File: src/rtl/dsp_mac_pkg.sv
// Shared types and constants for the DSP48 dot-product MAC controller.
package dsp_mac_pkg;

   localparam int LAT_DEF     = 4;
   localparam int OPM_DLY_DEF = 1;
   localparam int MAXLEN_DEF  = 16;

   // Opmode encodings: X select in [1:0], Z select in [3:2].
   localparam logic [7:0] OPM_FIRST = 8'h01;
   localparam logic [7:0] OPM_ACC   = 8'h09;
   localparam logic [7:0] OPM_HOLD  = 8'h08;
   localparam logic [7:0] OPM_ZERO  = 8'h00;

   typedef enum logic [1:0] {
      IDLE,
      LOAD,
      DRAIN,
      DONE
   } state_e;

   typedef struct packed {
      logic valid;
      logic first;
   } tag_t;

endpackage

File: src/rtl/dsp_mac_ctrl_if.sv
// Job, operand, DSP-slice and result signals of the MAC controller.
interface dsp_mac_ctrl_if;

   logic               start;
   logic [4:0]         len;
   logic               smp_valid;
   logic               smp_ready;
   logic signed [17:0] smp_a;
   logic signed [17:0] smp_b;
   logic signed [17:0] dsp_A;
   logic signed [17:0] dsp_B;
   logic [17:0]        dsp_D;
   logic [47:0]        dsp_C;
   logic [7:0]         dsp_opmode;
   logic               dsp_carryin;
   logic signed [47:0] dsp_P;
   logic               res_valid;
   logic               res_ready;
   logic signed [47:0] res_data;
   logic               busy;
   logic               len_err;

   modport master (
      output start, len, smp_valid, smp_a, smp_b, dsp_P, res_ready,
      input  smp_ready, dsp_A, dsp_B, dsp_D, dsp_C, dsp_opmode, dsp_carryin,
             res_valid, res_data, busy, len_err
   );

   modport slave (
      input  start, len, smp_valid, smp_a, smp_b, dsp_P, res_ready,
      output smp_ready, dsp_A, dsp_B, dsp_D, dsp_C, dsp_opmode, dsp_carryin,
             res_valid, res_data, busy, len_err
   );

endinterface

File: src/rtl/dsp_tag_pipe.sv
// Delays the per-issue (valid, first) tag so opmode meets its product at the post-adder.
module dsp_tag_pipe
   import dsp_mac_pkg::*;
#(
   parameter int DEPTH = OPM_DLY_DEF
) (
   input  logic clk,
   input  logic rst,
   input  tag_t tag_in,
   output tag_t tag_out
);

   generate
      if (DEPTH == 0) begin : g_pass
         assign tag_out = tag_in;
      end else begin : g_pipe
         tag_t pipe_q [DEPTH];
         tag_t pipe_d [DEPTH];

         always_comb begin
            pipe_d[0] = tag_in;
            for (int i = 1; i < DEPTH; i++) begin
               pipe_d[i] = pipe_q[i-1];
            end
         end

         // NOTE: this array is a shift register, not RAM, so every stage is
         // reset; a stale tag here would mis-steer the first opmode after reset.
         always_ff @(posedge clk or posedge rst) begin
            if (rst) begin
               for (int i = 0; i < DEPTH; i++) begin
                  pipe_q[i] <= '0;
               end
            end else begin
               pipe_q <= pipe_d;
            end
         end

         assign tag_out = pipe_q[DEPTH-1];
      end
   endgenerate

endmodule

File: src/rtl/dsp_mac_ctrl.sv
// Sequences signed dot-product jobs through an external DSP48 slice and returns the sum.
module dsp_mac_ctrl
   import dsp_mac_pkg::*;
#(
   parameter int LAT     = LAT_DEF,
   parameter int OPM_DLY = OPM_DLY_DEF,
   parameter int MAXLEN  = MAXLEN_DEF
) (
   input logic            clk,
   input logic            RST,
   dsp_mac_ctrl_if.slave  bus
);

   localparam int DW = $clog2(LAT + 1);

   state_e             state_q, state_d;
   logic [4:0]         cnt_q, cnt_d;
   logic [DW-1:0]      drain_q, drain_d;
   logic               first_q, first_d;
   logic signed [17:0] a_q, a_d;
   logic signed [17:0] b_q, b_d;
   logic signed [47:0] res_q, res_d;
   logic               len_err_q, len_err_d;
   logic               fire;
   logic               len_ok;
   tag_t               tag_in, tag_out;

   assign fire   = bus.smp_valid && (state_q == LOAD);
   assign len_ok = (bus.len != 5'd0) && (int'(bus.len) <= MAXLEN);

   // NOTE: every variable gets a default before the case, so no path leaves
   // one unassigned and no latch is inferred.
   always_comb begin
      state_d   = state_q;
      cnt_d     = cnt_q;
      drain_d   = drain_q;
      first_d   = first_q;
      res_d     = res_q;
      len_err_d = 1'b0;
      a_d       = a_q;
      b_d       = b_q;

      if (fire) begin
         a_d = bus.smp_a;
         b_d = bus.smp_b;
      end

      case (state_q)
         IDLE: begin
            if (bus.start) begin
               if (len_ok) begin
                  state_d = LOAD;
                  cnt_d   = bus.len;
                  first_d = 1'b1;
               end else begin
                  len_err_d = 1'b1;
               end
            end
         end
         LOAD: begin
            if (fire) begin
               first_d = 1'b0;
               cnt_d   = cnt_q - 5'd1;
               if (cnt_q == 5'd1) begin
                  state_d = DRAIN;
                  drain_d = DW'(LAT - 1);
               end
            end
         end
         DRAIN: begin
            // Last drain cycle is the one where dsp_P carries the final sum.
            if (drain_q == '0) begin
               res_d   = bus.dsp_P;
               state_d = DONE;
            end else begin
               drain_d = drain_q - DW'(1);
            end
         end
         DONE: begin
            if (bus.res_ready) begin
               state_d = IDLE;
            end
         end
         default: state_d = IDLE;
      endcase
   end

   // NOTE: state registers use non-blocking assignments so all flops update
   // together on the edge regardless of statement order.
   always_ff @(posedge clk or posedge RST) begin
      if (RST) begin
         state_q   <= IDLE;
         cnt_q     <= '0;
         drain_q   <= '0;
         first_q   <= 1'b0;
         a_q       <= '0;
         b_q       <= '0;
         res_q     <= '0;
         len_err_q <= 1'b0;
      end else begin
         state_q   <= state_d;
         cnt_q     <= cnt_d;
         drain_q   <= drain_d;
         first_q   <= first_d;
         a_q       <= a_d;
         b_q       <= b_d;
         res_q     <= res_d;
         len_err_q <= len_err_d;
      end
   end

   assign tag_in.valid = fire;
   assign tag_in.first = fire && first_q;

   dsp_tag_pipe #(
      .DEPTH (OPM_DLY)
   ) u_tag_pipe (
      .clk     (clk),
      .rst     (RST),
      .tag_in  (tag_in),
      .tag_out (tag_out)
   );

   always_comb begin
      if (tag_out.valid) begin
         bus.dsp_opmode = tag_out.first ? OPM_FIRST : OPM_ACC;
      end else begin
         bus.dsp_opmode = bus.busy ? OPM_HOLD : OPM_ZERO;
      end
   end

   assign bus.smp_ready   = (state_q == LOAD);
   assign bus.busy        = (state_q != IDLE);
   assign bus.res_valid   = (state_q == DONE);
   assign bus.res_data    = res_q;
   assign bus.len_err     = len_err_q;
   assign bus.dsp_A       = a_d;
   assign bus.dsp_B       = b_d;
   assign bus.dsp_D       = '0;
   assign bus.dsp_C       = '0;
   assign bus.dsp_carryin = 1'b0;

endmodule
File: src/flat_wrapper.sv
// flat-port wrapper written by rule: the top's interface ports become plain ports
module dsp_mac_ctrl_flat import dsp_mac_pkg::*;
#(
   parameter int LAT     = LAT_DEF,
   parameter int OPM_DLY = OPM_DLY_DEF,
   parameter int MAXLEN  = MAXLEN_DEF
)
  (clk, RST, bus_start, bus_len, bus_smp_valid, bus_smp_a, bus_smp_b, bus_dsp_P, bus_res_ready, bus_smp_ready, bus_dsp_A, bus_dsp_B, bus_dsp_D, bus_dsp_C, bus_dsp_opmode, bus_dsp_carryin, bus_res_valid, bus_res_data, bus_busy, bus_len_err);
  dsp_mac_ctrl_if bus_i ();
  input logic clk;
  input logic RST;
  input wire logic [$bits(bus_i.start)-1:0] bus_start;
  input wire logic [$bits(bus_i.len)-1:0] bus_len;
  input wire logic [$bits(bus_i.smp_valid)-1:0] bus_smp_valid;
  input wire logic [$bits(bus_i.smp_a)-1:0] bus_smp_a;
  input wire logic [$bits(bus_i.smp_b)-1:0] bus_smp_b;
  input wire logic [$bits(bus_i.dsp_P)-1:0] bus_dsp_P;
  input wire logic [$bits(bus_i.res_ready)-1:0] bus_res_ready;
  output wire logic [$bits(bus_i.smp_ready)-1:0] bus_smp_ready;
  output wire logic [$bits(bus_i.dsp_A)-1:0] bus_dsp_A;
  output wire logic [$bits(bus_i.dsp_B)-1:0] bus_dsp_B;
  output wire logic [$bits(bus_i.dsp_D)-1:0] bus_dsp_D;
  output wire logic [$bits(bus_i.dsp_C)-1:0] bus_dsp_C;
  output wire logic [$bits(bus_i.dsp_opmode)-1:0] bus_dsp_opmode;
  output wire logic [$bits(bus_i.dsp_carryin)-1:0] bus_dsp_carryin;
  output wire logic [$bits(bus_i.res_valid)-1:0] bus_res_valid;
  output wire logic [$bits(bus_i.res_data)-1:0] bus_res_data;
  output wire logic [$bits(bus_i.busy)-1:0] bus_busy;
  output wire logic [$bits(bus_i.len_err)-1:0] bus_len_err;
  assign bus_i.start = bus_start;
  assign bus_i.len = bus_len;
  assign bus_i.smp_valid = bus_smp_valid;
  assign bus_i.smp_a = bus_smp_a;
  assign bus_i.smp_b = bus_smp_b;
  assign bus_i.dsp_P = bus_dsp_P;
  assign bus_i.res_ready = bus_res_ready;
  assign bus_smp_ready = bus_i.smp_ready;
  assign bus_dsp_A = bus_i.dsp_A;
  assign bus_dsp_B = bus_i.dsp_B;
  assign bus_dsp_D = bus_i.dsp_D;
  assign bus_dsp_C = bus_i.dsp_C;
  assign bus_dsp_opmode = bus_i.dsp_opmode;
  assign bus_dsp_carryin = bus_i.dsp_carryin;
  assign bus_res_valid = bus_i.res_valid;
  assign bus_res_data = bus_i.res_data;
  assign bus_busy = bus_i.busy;
  assign bus_len_err = bus_i.len_err;
  dsp_mac_ctrl #(.LAT(LAT), .OPM_DLY(OPM_DLY), .MAXLEN(MAXLEN)) u_core (.clk(clk), .RST(RST), .bus(bus_i));
endmodule
File: config.mk
export PLATFORM = sky130hd
export DESIGN_NAME = dsp_mac_ctrl_flat
export DESIGN_NICKNAME = d
export VERILOG_FILES = /design/src/rtl/dsp_mac_pkg.sv /design/src/rtl/dsp_mac_ctrl_if.sv /design/src/rtl/dsp_tag_pipe.sv /design/src/rtl/dsp_mac_ctrl.sv /design/src/flat_wrapper.sv
export SDC_FILE = /design/constraint.sdc
export NUM_CORES = 1
export LEC_CHECK = 0
export CAP_MARGIN = 5
export CORE_MARGIN = 2
export CORE_UTILIZATION = 42
export CTS_CLUSTER_DIAMETER = 150
export CTS_CLUSTER_SIZE = 20
export DETAILED_ROUTE_END_ITERATION = 10
export PLACE_DENSITY = 0.87
export SLEW_MARGIN = 10
export SYNTH_ARGS = -nofsm -noshare
export SYNTH_HDL_FRONTEND = slang
export SYNTH_SLANG_ARGS = --single-unit
export TNS_END_PERCENT = 10
File: constraint.sdc
create_clock -name clk -period 8.85 [get_ports clk]
set_input_delay 1.77 -clock clk [delete_from_list [all_inputs] [get_ports clk]]
set_output_delay 1.77 -clock clk [all_outputs]
set_load 0.01 [all_outputs]
==> impl_metrics.py, run 1 <==
metrics = {
    "outcome": {
        "status": "finished, final reports clean",
    },
    "yosys": {
        "synth-seq-cells": 98,
        "synth_most_common_cell": "dfrtp_1",
        "syn-cell-area_sq_um": 4550,
        "synthSimpleGateAreaFrac_pct": 3.22,
        "synth_edf_count": 0,
        "synth_area_leaders": "dfrtp_1 (54%), mux2_2 (22%), buf_4 (12%), ha_1 (2.5%), mux2i_1 (1.1%)",
        "async_flop_share_pct": 100,
        "yosysUniqueCellTypes": 27,
        "synth_compound_area_share_pct": 2.61,
        "synthFlopType": "dfrtp_1",
        "synthXorXnorAreaFrac_pct": 0.577,
        "yosysSeqAreaShare_pct": 53.9,
        "avgSynthCellArea_sq_um": 13.2,
        "synth_common_cells": "dfrtp_1 (98), mux2_2 (88), buf_4 (74), inv_1 (13), nor2_1 (10)",
        "synth_mux_area_share_pct": 22.9,
        "synth_top_area_share_pct": 53.9,
        "synth_top_family_by_area": "multiplexers",
        "yosys.area_share.adder_pct": 2.47,
        "synth_top_area_cell": "dfrtp_1",
        "yosysWarnings": 0,
        "syn_inst": 344,
    },
    "timing": {
        "setup_violations": 0,
        "slew_headroom_pct": 32.0,
        "period_share_pct": 62.4,
        "fmax_mhz": 181,
        "final.min_clock_period_ns": 5.52,
        "drv_slew": 0,
        "rsz0062_at_grt": "false",
        "tightest_slew_ns": 1.02,
        "skew_ns": 0.00880,
        "hold_viol": 0,
        "fin_tns_setup_ns": 0,
    },
    "routing": {
        "drt_wl_total_mm": 10.1,
        "drtPass1Iterations": 6,
        "num_vias": 2995,
        "wire_per_inst_um": 15.0,
        "drc": 0,
        "post_drt_via_cell_ratio": 4.46,
        "drt-initial-drc-count": 60,
        "postRouteAntennaNets": 0,
    },
    "setup_path": {
        "critPathMaxStageDelay_ns": 0.51,
        "path_cells": "clkdlybuf4s50_1, nand2_1, buf_4, mux2_2, clkdlybuf4s50_1",
        "r2r-start": "u_core.state_q[1]",
        "crit_family": "buffers and inverters",
        "r2r_setup_slack_ns": 6.68,
        "r2r_end": "u_core.cnt_q[3]",
        "reg2reg_depth": 5,
        "required_ns": 7.08,
        "crit_path_end_kind": "primary output",
        "path_common_cell": "clkdlybuf4s50_1",
        "critical_path_class": "input pin to primary output",
        "cp_slowest_cell": "clkdlybuf4s50_1",
        "path_buf_inv": 3,
        "path_max_fanout": 36,
        "arrival_ns": 3.75,
        "start_kind": "input pin",
    },
    "job": {
        "drv_cap": 0,
    },
    "final_layout": {
        "fin_nets": 631,
        "post-route-util_pct": 60.4,
        "final_layout_size_suffix_gt1_share_pct": 20.7,
        "num_antenna_cells": 0,
        "synthToLayoutAreaGrowth_pct": 41.9,
    },
    "die": {
        "core_area_sq_um": 10700,
        "die_x_um": 108,
        "io-pin-count": 257,
        "design.die.area_sq_um": 11700,
        "die_h_um": 108,
        "start_util_pct": 42.6,
        "row_count": 38,
    },
    "place": {
        "gp_congestion": 0.775,
        "port_buffers": 183,
        "dpl.hpwl_mm": 7.68,
    },
    "grt": {
        "grt-ovfl-total": 0,
        "grt_max_degree": 82,
        "antenna_found_initial": 0,
        "grt_pass1_wl_mm": 15.4,
        "grt_pass1_vias": 3134,
        "grt_usage_pct": 17.1,
    },
    "clock_network": {
        "post_cts_resized": 0,
        "cts_root_buf": "clkbuf_8",
        "clk_pin_slew_ns": 0.09,
        "clockBufferDepth": 2,
        "cts_tree": "done",
        "cts_sinks": 98,
        "cts_buffers": 9,
        "post_cts_buffers": 0,
        "htree_levels": 3,
        "holdBufCountCts": 0,
        "clk_latency_ns": 0.37,
    },
    "pwr": {
        "clockPowerShare_pct": 14.2,
        "power.leakage_nw": 2.83,
        "pwr-share-comb_pct": 50.6,
        "peakVddDrop_v": 0.000208,
        "p_per_area_nw_per_um2": 338,
        "switching_share_pct": 32.0,
        "pwr-share-seq_pct": 35.2,
        "power.internal_mw": 1.49,
        "p_switching_mw": 0.700,
    },
    "hold_path": {
        "min_path_type": "register to register",
        "holdCritStartpoint": "u_core.a_q[8]",
        "hold_end": "u_core.a_q[8]",
        "hold-path-cell-count": 1,
    },
}
-- cells by family (layout without fill, tap and decap cells) --
group | count (synthesis) | in the layout
simple gates | 27 | 27
flops | 98 | 98
compound gates | 15 | 15
other cells | 1 | 73
mux | 93 | 93
xor+xnor | 3 | 3
buf+inv | 98 | 214
fa+ha+maj | 9 | 9
-- layer usage --
metal  up-vias  share of wire, %  GRT usage (%)
li1       1371                 -              -
met1      1458                36           18.1
met2       152                52           30.1
met3        14               9.7           7.29
met4         0               1.8           6.78
met5         -                 0              0
-- flip-flops by register name, summed over array words and instances, names as in the netlist --
signal                     flops
u_core.a_q                    18
u_core.b_q                    18
u_core.bus.len_err             1
u_core.bus.res_data           48
u_core.cnt_q                   5
u_core.drain_q                 3
u_core.first_q                 1
u_core.state_q                 2
u_core.u_tag_pipe.tag_out      2
-- cell type report --
type / count / area (sq um)
clock inverters: 5 / 78.8
multi-input cells: 220 / 1720
fillers: 837 / 4240
flip-flops and latches: 98 / 2450
inverters: 13 / 51.3
well taps: 140 / 175
repair buffers: 186 / 1850
clock buffers: 10 / 128
-- layout by cell type, fill, tap and decap left out, types with 3 or more instances in the layout --
cell type and count:
a21oi_1 4, buf_4 3, clkbuf_8 9, clkdlybuf4s50_1 183, conb_1 73, dfrtp_1 98
ha_1 9, inv_1 12, mux2_2 88, mux2i_1 5, nand2_1 6, nand2b_1 4
nor2_1 10, o2bb2ai_1 3, xnor2_1 3
-- through the flow --
step	setup slack (ns)	cell area [sq um]	std cells	hold slack, ns	power [mW]
finish	3.33	6460	672	0.501	2.19
global route	3.23	6460	672	0.515	2.31
CTS	3.33	6460	672	0.503	2.21
detailed placement	3.34	6250	657	0.482	1.89
global placement	3.36	6250	657	0.477	1.84
floorplan	4.22	4820	416	0.459	1.32
-- power groups by stage --
stage	Combinational [mW]	Sequential [mW]	Clock (mW)
3_5_place_dp	1.11	0.779	0
2_1_floorplan	0.509	0.813	0
3_3_place_gp	1.08	0.763	0
5_1_grt	1.18	0.796	0.334
6_report	1.11	0.769	0.311
4_1_cts	1.12	0.770	0.317
-- worst max path at each step --
stage | start | end | slack, ns | cells after the start
after global placement | bus_smp_valid | bus_dsp_B[9] | 3.36 | 5
after global routing | bus_smp_valid | bus_dsp_B[5] | 3.23 | 5
after detailed placement | bus_smp_valid | bus_dsp_B[0] | 3.34 | 5
after floorplan | bus_smp_valid | bus_dsp_B[10] | 4.22 | 4
after CTS | bus_smp_valid | bus_dsp_B[5] | 3.33 | 5
final | bus_smp_valid | bus_dsp_B[5] | 3.33 | 5
Note: power is estimated with default switching activity, not from simulation.
==> run 2: changes to the inputs <==
CORE_UTILIZATION = 35   (was 42)
PLACE_DENSITY = 0.77   (was 0.87)
clock period = 4.79 ns   (was 8.85 ns; I/O delays follow)
==> impl_metrics.py, run 2 (synthesized netlist as in run 1, its figures left out) <==
metrics = {
    "outcome": {
        "status": "finished, final reports clean",
    },
    "routing": {
        "drc": 0,
        "top_layer": "met4",
        "met2WireLength_mm": 5.55,
        "drt-initial-drc-count": 75,
        "wl_met1_mm": 3.51,
        "num_vias": 3003,
        "post_drt_via_cell_ratio": 4.27,
        "wl_met3_um": 844,
        "drtPass1Iterations": 4,
        "wire_per_inst_um": 14.3,
        "postRouteAntennaNets": 0,
        "drt_wl_total_mm": 10.0,
    },
    "die": {
        "io-pin-count": 257,
        "row_count": 41,
        "design.die.area_sq_um": 13900,
        "die_h_um": 118,
        "die_x_um": 118,
        "core_area_sq_um": 12700,
        "start_util_pct": 35.9,
    },
    "setup_path": {
        "critPathMaxStageDelay_ns": 0.50,
        "r2r_setup_slack_ns": 2.35,
        "path_common_cell": "clkdlybuf4s50_1",
        "cp_slowest_cell": "clkdlybuf4s50_1",
        "crit_family": "buffers and inverters",
        "start_kind": "input pin",
        "path_buf_inv": 3,
        "required_ns": 3.83,
        "path_cells": "clkdlybuf4s50_1, nand2_1, buf_4, mux2_2, clkdlybuf4s50_1",
        "path_max_fanout": 39,
        "reg2reg_depth": 6,
        "r2r_end": "u_core.cnt_q[3]",
        "r2r-start": "u_core.state_q[1]",
        "critical_path_class": "input pin to primary output",
        "arrival_ns": 2.82,
        "crit_path_end_kind": "primary output",
    },
    "timing": {
        "hold_viol": 0,
        "final.min_clock_period_ns": 3.78,
        "fin_tns_setup_ns": 0,
        "rsz0062_at_grt": "false",
        "period_share_pct": 78.8,
        "setup_slack_ns": 1.01,
        "setup_violations": 0,
        "drv_slew": 0,
        "tightest_slew_ns": 1.14,
        "timing.hold.ws_ns": 0.494,
        "slew_headroom_pct": 24.0,
        "fmax_mhz": 265,
        "skew_ns": 0.00904,
    },
    "clock_network": {
        "cts_sinks": 98,
        "cts_root_buf": "clkbuf_16",
        "cts_buffers": 9,
        "clk_latency_ns": 0.34,
        "cts_tree": "done",
        "holdBufCountCts": 0,
        "clk_pin_slew_ns": 0.06,
        "htree_levels": 3,
        "clockBufferDepth": 2,
        "post_cts_resized": 0,
        "post_cts_buffers": 0,
    },
    "final_layout": {
        "num-fill-cells": 1089,
        "num_antenna_cells": 0,
        "final_layout_size_suffix_gt1_share_pct": 20.9,
        "fin_nets": 631,
        "final_cell_mix": "clkdlybuf4s50_1 (183), dfrtp_1 (98), mux2_2 (88), conb_1 (73), inv_1 (12)",
        "largest_register_ff_count": 48,
        "synthToLayoutAreaGrowth_pct": 45.2,
        "final_common_cell": "clkdlybuf4s50_1",
        "post-route-util_pct": 52.2,
    },
    "hold_path": {
        "hold-path-cell-count": 1,
        "min_path_type": "register to register",
        "holdCritStartpoint": "u_core.a_q[10]",
        "hold_end": "u_core.a_q[10]",
    },
    "pwr": {
        "peakVddDrop_v": 0.000331,
        "switching_share_pct": 31.1,
        "pwr-share-comb_pct": 48.2,
        "power.leakage_nw": 2.87,
        "power.internal_mw": 2.91,
        "clockPowerShare_pct": 18.2,
        "pwr-share-seq_pct": 33.6,
        "p_switching_mw": 1.31,
        "power_mw": 4.22,
        "p_per_area_nw_per_um2": 639,
    },
    "place": {
        "post-place-ws_ns": 1.01,
        "gp_congestion": 0.763,
        "dpl.hpwl_mm": 7.71,
        "port_buffers": 183,
    },
    "grt": {
        "grt_pass1_vias": 3174,
        "grt_max_degree": 50,
        "antenna_found_initial": 0,
        "grt_pass1_wl_mm": 16.0,
        "grt_usage_pct": 14.6,
        "grt-ovfl-total": 0,
    },
    "job": {
        "drv_cap": 0,
    },
}
==> run 2: cell types whose count changed in the layout (fill, tap and decap cells not counted), sizes merged <==
| cell | change |
|---|---|
| clkinvlp | +3 |
| clkbuf | -1 |
| clkinv | -1 |
| inv | -1 |
==> run 2: cell type report <==
class / instances / area (sq um) / area share (%)
sequential: 98 / 2450 / 37.1
timing repair buffer: 186 / 1850 / 28.1
multi-input combinational: 220 / 1720 / 26.0
clock buffer: 9 / 225 / 3.41
tap: 172 / 215 / 3.26
clock inverter: 6 / 91.3 / 1.38
inverter: 13 / 50.0 / 0.757
==> run 2: power by group through the flow <==
| stage | sequential [mW] | clock [mW] | combinational (mW) |
|---|---|---|---|
| 2_1_floorplan | 1.50 | 0 | 0.941 |
| 3_3_place_gp | 1.41 | 0 | 2.02 |
| 3_5_place_dp | 1.43 | 0 | 2.06 |
| 4_1_cts | 1.42 | 0.787 | 2.07 |
| 5_1_grt | 1.47 | 0.815 | 2.19 |
| 6_report | 1.42 | 0.768 | 2.04 |
==> run 2: worst reg2reg max path, delay by kind of cell (launching register included) <==
| kind | cells | cell delay (ns) |
|---|---|---|
| AO/OA/AOI/OAI | 1 | 0.47 |
| adder cells (fa/ha/maj) | 1 | 0.53 |
| buffers and inverters | 2 | 0.42 |
| flip-flops | 1 | 0.41 |
| multiplexers | 1 | 0.39 |
| AND/OR/NAND/NOR | 1 | 0.11 |
==> run 2: metrics by stage <==
step | std cells | area, sq um
after global routing | 704 | 6610
after detailed placement | 689 | 6290
after global placement | 689 | 6290
final | 704 | 6610
after CTS | 704 | 6610
after floorplan | 416 | 4820
==> run 2: how the worst max path moves through the flow <==
stage                     depth (start not counted)             to  slack, ns           from
after floorplan                                   1  u_core.a_q[0]       1.27            RST
after global placement                            5  bus_dsp_B[17]       1.01  bus_smp_valid
after detailed placement                          5  bus_dsp_B[17]       1.01  bus_smp_valid
after CTS                                         5  bus_dsp_B[17]        1.0  bus_smp_valid
after global routing                              5  bus_dsp_A[15]       0.91  bus_smp_valid
final                                             5  bus_dsp_A[15]       1.01  bus_smp_valid
==> run 2: routing by layer <==
metal	vias to the layer above	track usage (%)
met3	11	5.33
met1	1478	15.2
met4	0	5.65
met2	147	26.6
met5	-	0
li1	1367	-
==> run 3: changes to the inputs <==
clock period = 3.4 ns   (was 4.79 ns; I/O delays follow)
==> impl_metrics.py, run 3 (synthesized netlist as in run 1, its figures left out) <==
metrics = {
    "die": {
        "design.die.area_sq_um": 13900,
        "core_area_sq_um": 12700,
        "start_util_pct": 35.9,
        "io-pin-count": 257,
        "die_x_um": 118,
        "die_h_um": 118,
        "row_count": 41,
    },
    "pwr": {
        "power.internal_mw": 4.12,
        "switching_share_pct": 31.0,
        "power.leakage_nw": 2.90,
        "p_per_area_nw_per_um2": 897,
        "peakVddDrop_v": 0.000480,
        "clockPowerShare_pct": 18.1,
        "p_switching_mw": 1.85,
        "pwr-share-seq_pct": 33.5,
        "pwr-share-comb_pct": 48.4,
    },
    "setup_path": {
        "arrival_ns": 2.36,
        "path_cells": "clkdlybuf4s50_1, nand2_1, buf_12, mux2_2, clkdlybuf4s50_1",
        "start_kind": "input pin",
        "critical_path_class": "input pin to primary output",
        "cp_slowest_cell": "clkdlybuf4s50_1",
        "path_max_fanout": 39,
        "r2r-start": "u_core.drain_q[0]",
        "critPathMaxStageDelay_ns": 0.50,
        "r2r_setup_slack_ns": 1.11,
        "crit_path_end_kind": "primary output",
        "required_ns": 2.72,
        "path_common_cell": "clkdlybuf4s50_1",
        "reg2reg_depth": 6,
        "r2r_end": "u_core.bus.res_data[7]",
    },
    "timing": {
        "setup_slack_ns": 0.358,
        "skew_ns": 0.00779,
        "timing.hold.ws_ns": 0.496,
        "drv_slew": 0,
        "period_share_pct": 89.5,
        "rsz0062_at_grt": "false",
        "fin_tns_setup_ns": 0,
        "tightest_slew_ns": 0.694,
        "slew_headroom_pct": 53.6,
        "hold_viol": 0,
        "final.min_clock_period_ns": 3.04,
        "fmax_mhz": 329,
        "setup_violations": 0,
    },
    "final_layout": {
        "num-fill-cells": 1069,
        "synthToLayoutAreaGrowth_pct": 46.1,
        "largest_register_ff_count": 48,
        "final_cell_mix": "clkdlybuf4s50_1 (183), dfrtp_1 (98), mux2_2 (88), conb_1 (73), inv_1 (12)",
        "num_antenna_cells": 0,
        "fin_nets": 633,
        "instances_no_fill": 707,
        "final_layout_size_suffix_gt1_share_pct": 21.1,
        "post-route-util_pct": 52.5,
        "final_common_cell": "clkdlybuf4s50_1",
    },
    "routing": {
        "drt-initial-drc-count": 76,
        "drtPass1Iterations": 4,
        "postRouteAntennaNets": 0,
        "post_drt_via_cell_ratio": 4.26,
        "drt_wl_total_mm": 10.0,
        "num_vias": 3010,
        "wire_per_inst_um": 14.2,
        "drc": 0,
    },
    "grt": {
        "grt-ovfl-total": 0,
        "grt_usage_pct": 14.7,
        "grt_max_degree": 61,
        "grt_pass1_wl_mm": 16.3,
        "antenna_found_initial": 0,
        "grt_pass1_vias": 3239,
    },
    "job": {
        "drv_cap": 0,
    },
    "clock_network": {
        "cts_root_buf": "clkbuf_16",
        "post_cts_buffers": 0,
        "clk_latency_ns": 0.33,
        "cts_buffers": 9,
        "holdBufCountCts": 0,
        "clockBufferDepth": 2,
        "cts_sinks": 98,
        "post_cts_resized": 0,
        "htree_levels": 3,
        "cts_tree": "done",
        "clk_pin_slew_ns": 0.06,
    },
    "place": {
        "post-place-ws_ns": 0.347,
        "gp_congestion": 0.747,
        "port_buffers": 183,
        "placedCellCount": 691,
        "dpl.hpwl_mm": 7.76,
    },
    "hold_path": {
        "hold_end": "u_core.b_q[3]",
        "min_path_type": "register to register",
        "holdCritStartpoint": "u_core.b_q[3]",
        "hold-path-cell-count": 1,
    },
    "outcome": {
        "status": "finished, final reports clean",
    },
}
-- run 3: cell types whose count changed in the layout (fill, tap and decap cells not counted) --
cell	previous run	this run
buf_12	0	2
clkinv_2	1	2
clkinvlp_4	3	1
clkbuf_1	0	1
clkinv_4	0	1
-- run 3: worst max path at each step --
stage | from | to | slack, ns | cells past startpoint
finish | bus_smp_valid | bus_dsp_B[17] | 0.36 | 5
detailed placement | bus_smp_valid | bus_dsp_B[4] | 0.35 | 5
global placement | bus_smp_valid | bus_dsp_A[10] | 0.35 | 5
floorplan | RST | u_core.a_q[0] | 0.16 | 1
global route | bus_smp_valid | bus_dsp_B[13] | 0.28 | 5
CTS | bus_smp_valid | bus_dsp_B[17] | 0.34 | 5
-- run 3: power groups by stage --
stage / logic (mW) / clock network [mW] / registers [mW]
after floorplan: 1.33 / 0 / 2.12
after global placement: 2.86 / 0 / 1.98
after detailed placement: 2.91 / 0 / 2.02
after CTS: 2.93 / 1.11 / 2.00
after global routing: 3.11 / 1.16 / 2.07
final: 2.89 / 1.08 / 2.00
-- run 3: worst max-delay path: cells and delay by family --
kind                   cells  cell delay (ns)
and+or+nand+nor            1             0.12
muxes                      1             0.38
buffers and inverters      3             1.15
-- run 3: per-layer routing --
layer | vias up | wire length, um | share of wire (%) | GRT usage [%]
li1 | 1372 | - | - | -
met1 | 1487 | 3500 | 35 | 14.7
met2 | 141 | 5490 | 55 | 28.0
met3 | 10 | 910 | 9.1 | 5.57
met4 | 0 | 125 | 1.2 | 4.29
met5 | - | 0 | 0 | 0
-- run 3: cell type report --
type	count	area, sq um	share of cell area (%)
flip-flops and latches	98	2450	36.9
repair buffers	188	1890	28.5
multi-input cells	220	1720	25.9
clock buffers	10	229	3.44
well taps	172	215	3.23
clock inverters	6	90.1	1.35
inverters	13	50.0	0.752
-- run 3: through the flow --
step / power, mW / instance area, sq um
after global routing: 6.34 / 6650
after CTS: 6.05 / 6650
after floorplan: 3.44 / 4820
after detailed placement: 4.94 / 6330
final: 5.97 / 6650
after global placement: 4.84 / 6330
